<file path="src/rtl/axi_compare_monitor.sv">
// Status monitor for the AXI compare stage: saturating per-channel mismatch counters, first-mismatch capture, sticky irq and busy-hang watchdog.
// All outputs registered, one cycle after the sampled inputs; no backpressure, every cycle's inputs are consumed.
module axi_compare_monitor #(
  parameter int unsigned AxiIdWidth    = 4,
  parameter int unsigned CntWidth      = 16,
  parameter int unsigned TimeWidth     = 32,
  parameter int unsigned TimeoutCycles = 1024
) (
  input  logic                      clk_i,
  input  logic                      rst_ni,
  input  logic                      enable_i,
  input  logic                      clear_i,
  input  logic [2**AxiIdWidth-1:0]  aw_mismatch_i,
  input  logic                      w_mismatch_i,
  input  logic [2**AxiIdWidth-1:0]  b_mismatch_i,
  input  logic [2**AxiIdWidth-1:0]  ar_mismatch_i,
  input  logic [2**AxiIdWidth-1:0]  r_mismatch_i,
  input  logic                      busy_i,
  output logic [CntWidth-1:0]       aw_cnt_o,
  output logic [CntWidth-1:0]       w_cnt_o,
  output logic [CntWidth-1:0]       b_cnt_o,
  output logic [CntWidth-1:0]       ar_cnt_o,
  output logic [CntWidth-1:0]       r_cnt_o,
  output logic                      first_valid_o,
  output logic [2:0]                first_chan_o,
  output logic [AxiIdWidth-1:0]     first_id_o,
  output logic [TimeWidth-1:0]      first_time_o,
  output logic                      irq_o,
  output logic                      hang_o
);

  localparam int unsigned NumIds   = 2**AxiIdWidth;
  localparam int unsigned RunWidth = (TimeoutCycles > 0) ? $clog2(TimeoutCycles + 1) : 1;
  localparam logic [RunWidth-1:0] RunMax = RunWidth'(TimeoutCycles);

  typedef enum logic [1:0] {
    StDisarmed,
    StArmed,
    StTriggered
  } state_e;

  state_e                       state_q, state_d;
  logic [4:0][CntWidth-1:0]     cnt_q, cnt_d;
  logic                         fv_q, fv_d;
  logic [2:0]                   fchan_q, fchan_d;
  logic [AxiIdWidth-1:0]        fid_q, fid_d;
  logic [TimeWidth-1:0]         ftime_q, ftime_d;
  logic [TimeWidth-1:0]         ts_q, ts_d;
  logic                         irq_q, irq_d;
  logic                         hang_q, hang_d;
  logic [RunWidth-1:0]          run_q, run_d;
  logic                         rec;
  logic [4:0]                   ev;

  function automatic logic [AxiIdWidth-1:0] lowest_set(input logic [NumIds-1:0] v);
    logic [AxiIdWidth-1:0] idx;
    idx = '0;
    for (int i = NumIds - 1; i >= 0; i--) begin
      if (v[i]) idx = AxiIdWidth'(i);
    end
    return idx;
  endfunction

  always_comb begin
    state_d = state_q;
    cnt_d   = cnt_q;
    fv_d    = fv_q;
    fchan_d = fchan_q;
    fid_d   = fid_q;
    ftime_d = ftime_q;
    ts_d    = ts_q;
    irq_d   = irq_q;
    hang_d  = hang_q;
    run_d   = run_q;

    // Bit order of ev is the channel code, so the lowest set bit wins capture.
    rec = enable_i && (state_q != StDisarmed);
    ev  = {|r_mismatch_i, |ar_mismatch_i, |b_mismatch_i, w_mismatch_i, |aw_mismatch_i}
          & {5{rec}};

    unique case (state_q)
      StDisarmed:  if (enable_i) state_d = fv_q ? StTriggered : StArmed;
      StArmed: begin
        if (!enable_i) state_d = StDisarmed;
        else if (|ev)  state_d = StTriggered;
      end
      StTriggered: if (!enable_i) state_d = StDisarmed;
      default:     state_d = StDisarmed;
    endcase

    for (int c = 0; c < 5; c++) begin
      if (ev[c] && cnt_q[c] != '1) cnt_d[c] = cnt_q[c] + 1'b1;
    end

    if (|ev) irq_d = 1'b1;

    if (state_q == StArmed && |ev) begin
      fv_d    = 1'b1;
      ftime_d = ts_q;
      if (ev[0]) begin
        fchan_d = 3'd0;
        fid_d   = lowest_set(aw_mismatch_i);
      end else if (ev[1]) begin
        fchan_d = 3'd1;
        fid_d   = '0;
      end else if (ev[2]) begin
        fchan_d = 3'd2;
        fid_d   = lowest_set(b_mismatch_i);
      end else if (ev[3]) begin
        fchan_d = 3'd3;
        fid_d   = lowest_set(ar_mismatch_i);
      end else begin
        fchan_d = 3'd4;
        fid_d   = lowest_set(r_mismatch_i);
      end
    end

    if (enable_i && ts_q != '1) ts_d = ts_q + 1'b1;

    // Watchdog runs independently of enable; the run counter stops at the threshold.
    if (busy_i) begin
      if (run_q < RunMax) run_d = run_q + 1'b1;
      if (TimeoutCycles != 0 && run_d == RunMax) hang_d = 1'b1;
    end else begin
      run_d = '0;
    end

    if (clear_i) begin
      state_d = enable_i ? StArmed : StDisarmed;
      cnt_d   = '0;
      fv_d    = 1'b0;
      fchan_d = '0;
      fid_d   = '0;
      ftime_d = '0;
      ts_d    = '0;
      irq_d   = 1'b0;
      hang_d  = 1'b0;
      run_d   = '0;
    end
  end

  always_ff @(posedge clk_i or negedge rst_ni) begin
    if (!rst_ni) begin
      state_q <= StDisarmed;
      cnt_q   <= '0;
      fv_q    <= 1'b0;
      fchan_q <= '0;
      fid_q   <= '0;
      ftime_q <= '0;
      ts_q    <= '0;
      irq_q   <= 1'b0;
      hang_q  <= 1'b0;
      run_q   <= '0;
    end else begin
      state_q <= state_d;
      cnt_q   <= cnt_d;
      fv_q    <= fv_d;
      fchan_q <= fchan_d;
      fid_q   <= fid_d;
      ftime_q <= ftime_d;
      ts_q    <= ts_d;
      irq_q   <= irq_d;
      hang_q  <= hang_d;
      run_q   <= run_d;
    end
  end

  assign aw_cnt_o      = cnt_q[0];
  assign w_cnt_o       = cnt_q[1];
  assign b_cnt_o       = cnt_q[2];
  assign ar_cnt_o      = cnt_q[3];
  assign r_cnt_o       = cnt_q[4];
  assign first_valid_o = fv_q;
  assign first_chan_o  = fchan_q;
  assign first_id_o    = fid_q;
  assign first_time_o  = ftime_q;
  assign irq_o         = irq_q;
  assign hang_o        = hang_q;

endmodule
</file>
<file path="config.mk">
export PLATFORM = sky130hd
export DESIGN_NAME = axi_compare_monitor
export DESIGN_NICKNAME = d
export VERILOG_FILES = /design/src/rtl/axi_compare_monitor.sv
export SDC_FILE = /design/constraint.sdc
export NUM_CORES = 1
export LEC_CHECK = 0
export ABC_AREA = 1
export BUFFER_PORTS_ARGS = -buffer_cell sky130_fd_sc_hd__buf_4
export CORE_UTILIZATION = 56
export DETAILED_ROUTE_END_ITERATION = 8
export PLACE_DENSITY = 0.81
export SYNTH_ARGS = -nofsm -noshare
export SYNTH_HDL_FRONTEND = slang
export SYNTH_SLANG_ARGS = --single-unit
</file>
<file path="constraint.sdc">
create_clock -name clk_i -period 2.55 [get_ports clk_i]
set_clock_uncertainty 0.1 [all_clocks]
set_input_delay 0.255 -clock clk_i [delete_from_list [all_inputs] [get_ports clk_i]]
set_output_delay 0.255 -clock clk_i [all_outputs]
set_load 0.01 [all_outputs]
</file>
==> results.yml, run 1 <==
worst_hold_path:
  hp-start: "clear_i"
  hold_depth: 2
  hold_end: "hang_o"
  worstHoldPathType: "in -> reg"
finish:
  post_route_cells_drive_above_1_share_pct: 20.8
  diodes: 0
  fin_nets: 1518
  layoutNonFillerInstCount: 1670
  area_growth_pct: 26.7
  final_core_util_pct: 73.1
  fin_area_um2: 11700
power_and_ir_drop:
  power_density_nw_per_um2: 538
  p_leak_nw: 5.63
  peakVddDrop_v: 0.000475
synth:
  syn_avg_cell_area_um2: 7.53
  ys_seq_area_share_pct: 45.3
  netlist_instances: 1226
  ys_warn_count: 0
  syn-num-nets: 1303
  synth_cell_types: 50
  async_flop_share_pct: 100
  ys_ff_latch: 167
  syn_area_um2: 9230
  synth_ff_type: "dfrtp_1"
  synth_edf_count: 0
status:
  status: "finished, final reports clean"
critical_path:
  reg2reg_slack_ps: 160
  crit_required_ps: 2820
  crit_path_end_kind: "register"
  rr_endpoint: "ts_q[30]"
  r2r_cells: 15
  critPathLaunchType: "register"
  cp_data_arrival_time_ps: 2650
  path_class: "reg -> reg"
  r2r-start: "ts_q[0]"
  crit_path_max_fanout: 8
place:
  gp_congestion: 0.954
  dp_hpwl_um: 17700
  place_area_um2: 11000
  dp.cells: 1628
  io_buffers: 191
floorplanning:
  coreArea_um2: 16000
  die_h_um: 130
  die_w_um: 130
  start_util_pct: 57.7
  die_area_um2: 17000
  rows: 46
  io_pins: 192
timing:
  tns_ps: 0
  hold_viol: 0
  period_share_pct: 93.6
  slew_headroom_pct: 64.4
  final.min_clock_period_ps: 2390
  worst_pin_slew_ps: 534
  maxSlewViolCount: 0
  clock.fmax_ghz: 0.419
  setup-violations-final: 0
  whs_ps: 107
global_routing:
  grt_pass1_wl_um: 39300
  grt_usage_pct: 29.3
  grt_start_max_net_pins: 57
  grt_pass1_vias: 8470
  antenna_found_initial: 0
  overflow: 0
clock_tree:
  htree_levels: 4
  cts.sinks: 167
  cts_root_buffer: "clkbuf_16"
  cts.clk_slew.worst_paths_ps: 70
  insertion_delay_ps: 430
  cts_tree: "yes"
  cts_buffer_depth: 2
  cts_buffers: 17
route:
  drt_iter0_drc: 629
  highest_layer: "met4"
  met1_length_um: 10100
  final_antenna_net_count: 0
  wl_per_cell_um: 14.4
  wl_met3_um: 1430
  vias: 9098
  postRouteWirelength_um: 24100
  drt-vias-per-instance: 5.45
  drt-pass1-iter-count: 5
  drc: 0
  met2WireLength_um: 11900
run:
  maxCapViolations: 0
[synth_stat cells, types with 3 or more instances]
library cell / count / area (µm²)
a211oi_1: 5 / 37.5
a21oi_1: 82 / 410
a22o_1: 3 / 26.3
buf_2: 5 / 25.0
buf_4: 3 / 22.5
clkbuf_1: 15 / 56.3
dfrtp_1: 167 / 4180
ha_1: 7 / 87.6
inv_1: 193 / 724
inv_2: 6 / 22.5
nand2_1: 254 / 953
nand2_2: 5 / 31.3
nand3_1: 68 / 340
nand3_2: 3 / 30.0
nand4_1: 29 / 181
nor2_1: 112 / 420
nor2_2: 8 / 50.1
nor2_4: 5 / 56.3
nor3_1: 62 / 310
nor3_2: 7 / 70.1
nor4_1: 17 / 106
o21a_1: 5 / 37.5
o21ai_0: 84 / 420
o21ai_1: 24 / 120
o311ai_0: 3 / 26.3
o31ai_1: 4 / 30.0
or2_1: 3 / 18.8
xnor2_1: 5 / 43.8
xor2_1: 13 / 114
[per-layer routing]
| metal | track usage, % | vias up |
|---|---|---|
| li1 | - | 4458 |
| met3 | 5.45 | 51 |
| met5 | 0 | - |
| met1 | 37.0 | 4273 |
| met2 | 50.2 | 316 |
| met4 | 10.5 | 0 |
[worst max-delay path by stage]
stage               start     endpoint  slack, ps  cells after the start
2_1_floorplan  r_cnt_o[0]  r_cnt_o[13]        440                     14
3_3_place_gp   r_cnt_o[0]  r_cnt_o[13]        210                     14
3_5_place_dp   r_cnt_o[0]  r_cnt_o[13]        130                     14
4_1_cts           ts_q[0]     ts_q[30]         90                     15
5_1_grt        r_cnt_o[0]  r_cnt_o[14]        -20                     14
6_report          ts_q[0]     ts_q[30]        160                     15
[area by class of cell]
cell class                      instances  area [µm²]
Multi-Input combinational cell        835        4220
Clock inverter                         12         116
Fill cell                            1275        4310
Clock buffer                           20         467
Timing Repair Buffer                  220        1680
Inverter                              200         753
Sequential cell                       167        4180
Tap cell                              216         270
[power breakdown]
group / total, W / switching [W] / leakage (nW) / internal, W
clock: 0.00253 / 0.00110 / 0.277 / 0.00143
combinational: 0.000964 / 0.000594 / 3.04 / 0.000370
sequential: 0.00280 / 0.0000685 / 2.31 / 0.00273
[worst max-delay path: stages (launching register included)]
cell and delay (ps):
dfrtp_1 420, ha_1 230, nand3_1 80, nor3_1 50, nand3_1 90, nor2_1 50
nand2_1 60, nand2_2 100, inv_4 110, nand4_1 190, inv_2 130, nand3_1 140
nor2_2 190, nand2_1 90, a21oi_1 150, o21a_1 130
[cells in the final DEF, fill, tap and decap left out, types with 24 or more instances in the layout]
master / synthesis / layout
nand4_1: 29 / 29
nand2_1: 254 / 253
a21oi_1: 82 / 82
nand3_1: 68 / 68
buf_4: 3 / 216
nor2_1: 112 / 109
nor3_1: 62 / 61
o21ai_1: 24 / 24
dfrtp_1: 167 / 166
o21ai_0: 84 / 84
inv_1: 193 / 191
[kinds of logic (layout without fill, tap and decap cells)]
logic type / count (synthesis) / in the layout / share of synthesized area, %
AND/OR/NAND/NOR: 585 / 585 / 29.2
XOR/XNOR: 18 / 18 / 1.71
adder cells (fa/ha/maj): 7 / 7 / 0.949
flip-flops: 167 / 167 / 45.3
AO/OA/AOI/OAI: 225 / 225 / 13.6
buffers and inverters: 224 / 452 / 9.30
[per-stage QoR]
step	worst slack [ps]	power, W
6_report	163	0.00629
5_1_grt	-17.0	0.00654
4_1_cts	91.2	0.00630
3_5_place_dp	134	0.00379
3_3_place_gp	205	0.00377
2_1_floorplan	441	0.00336
[sequential cells by signal, indices dropped and copies added (netlist names)]
name           flops
first_valid_o      1
w_cnt_o           16
first_time_o      32
ts_q              32
b_cnt_o           16
aw_cnt_o          16
run_q             11
first_id_o         4
state_q            2
r_cnt_o           16
first_chan_o       3
ar_cnt_o          16
irq_o              1
hang_o             1
[repair_timing]
item	in CTS	in global routing
setup buffers	0	9
gates resized for setup	0	11
endpoints found under the hold margin	53	0
endpoints found under the setup margin	0	16
hold buffers	1	0
No activity file was read; power rests on OpenSTA's default activity.
==> run 2: changes to the inputs <==
Settings changed: CORE_UTILIZATION 56 to 59, PLACE_DENSITY 0.81 to 0.85.
Clock period 2.55 ns to 2.9 ns, I/O delays scaled along.
==> results.yml, run 2 (synthesized netlist as in run 1, its figures left out) <==
place:
  gp_congestion: 0.913
  io_buffers: 191
  preCtsSetupSlack_ps: 393
  dp_hpwl_um: 17000
finish:
  final_core_util_pct: 75.7
  final_cell_mix: "254 x nand2_1, 194 x buf_4, 192 x inv_1, 167 x dfrtp_1, 112 x nor2_1"
  multi_input_area_um2: 4190
  seq_area_um2: 4180
  fillers: 1157
  fin_nets: 1497
  post_route_cells_drive_above_1_share_pct: 19.2
  area_growth_pct: 25.1
  final_common_cell: "nand2_1"
  diodes: 0
route:
  drt_iter0_drc: 648
  drc: 0
  wl_per_cell_um: 14.3
  final_antenna_net_count: 0
  drt-pass1-iter-count: 6
  vias: 8946
  drt-vias-per-instance: 5.44
  postRouteWirelength_um: 23500
global_routing:
  grt_pass1_vias: 8443
  antenna_found_initial: 0
  overflow: 0
  grt_pass1_wl_um: 39600
  grt_usage_pct: 30.6
  grt_start_max_net_pins: 92
critical_path:
  crit_path_max_fanout: 9
  cp_data_arrival_time_ps: 2740
  crit_path_end_kind: "register"
  path_class: "reg -> reg"
  crit_required_ps: 3160
  critPathLaunchType: "register"
clock_tree:
  cts_root_buffer: "clkbuf_16"
  insertion_delay_ps: 420
  cts_tree: "yes"
  cts_buffer_depth: 2
  cts.sinks: 167
  cts_buffers: 17
  htree_levels: 4
  ctsResizeCount: 0
  cts.clk_slew.worst_paths_ps: 60
power_and_ir_drop:
  peakVddDrop_v: 0.000420
  p_leak_nw: 5.50
  p_total_w: 0.00566
  power_density_nw_per_um2: 490
floorplanning:
  die_h_um: 127
  coreArea_um2: 15300
  start_util_pct: 60.5
  io_pins: 192
  die_w_um: 127
  rows: 45
  die_area_um2: 16100
run:
  maxCapViolations: 0
timing:
  slew_headroom_pct: 66.4
  maxSlewViolCount: 0
  setup-violations-final: 0
  setup_ws_ps: 420
  whs_ps: 154
  period_share_pct: 85.5
  tns_ps: 0
  rsz0062_at_grt: "false"
  clock.fmax_ghz: 0.403
  hold_viol: 0
  worst_pin_slew_ps: 504
  final.min_clock_period_ps: 2480
worst_hold_path:
  worstHoldPathType: "in -> reg"
status:
  status: "finished, final reports clean"
[run 2: cell type report]
cell class                      instances  share of cell area [%]
Sequential cell                       167                    36.2
Tap cell                              211                    2.29
Clock inverter                         15                    1.72
Timing Repair Buffer                  199                    13.3
Inverter                              200                    6.50
Clock buffer                           17                    3.68
Multi-Input combinational cell        835                    36.3
[run 2: path summary, 6_finish.rpt]
path,end,start,slack [ps],cells past startpoint
max in group asynchronous,ar_cnt_o[6],rst_ni,1710,3
setup / recovery,ts_q[30],ts_q[0],420,15
hold reg to reg,first_chan_o[2],first_chan_o[2],390,2
setup reg to reg,ts_q[30],ts_q[0],420,15
min in group asynchronous,ts_q[22],rst_ni,290,2
hold / removal,ts_q[31],clear_i,150,2
[run 2: worst max-delay path, cell delays in order, from the launching register on]
cell and delay (ps):
dfrtp_1 430, ha_1 240, nand3_1 80, nor3_1 50
nand3_1 90, nor2_1 50, nand2_1 50, nand2_1 100
inv_2 180, nand4_1 220, inv_1 170, nand3_1 110
nor2_1 190, nand2_1 90, a21oi_1 130, o21a_1 130
[run 2: metal layers]
layer / track usage (%) / up-vias / routed length (µm)
li1: - / 4405 / -
met1: 38.9 / 4171 / 9880
met2: 51.7 / 307 / 11500
met3: 5.78 / 63 / 1320
met4: 12.6 / 0 / 771
met5: 0 / - / 0
[run 2: repair_timing]
action                                 4_1_cts  5_1_grt
hold buffers                                 1        0
endpoints found under the hold margin       52        0
setup buffers                                0        0
[run 2: stage by stage]
stage / cell area [µm²] / std cells
after global placement: 10900 / 1611
after global routing: 11500 / 1644
after CTS: 11500 / 1644
after floorplan: 9230 / 1226
final: 11500 / 1644
after detailed placement: 10900 / 1611
[run 2: power by group]
group / internal, W / total [W] / switching [W]
Combinational: 0.000299 / 0.000811 / 0.000512
Sequential: 0.00240 / 0.00246 / 0.0000605
Clock: 0.00144 / 0.00239 / 0.000948
Total: 0.00414 / 0.00566 / 0.00152
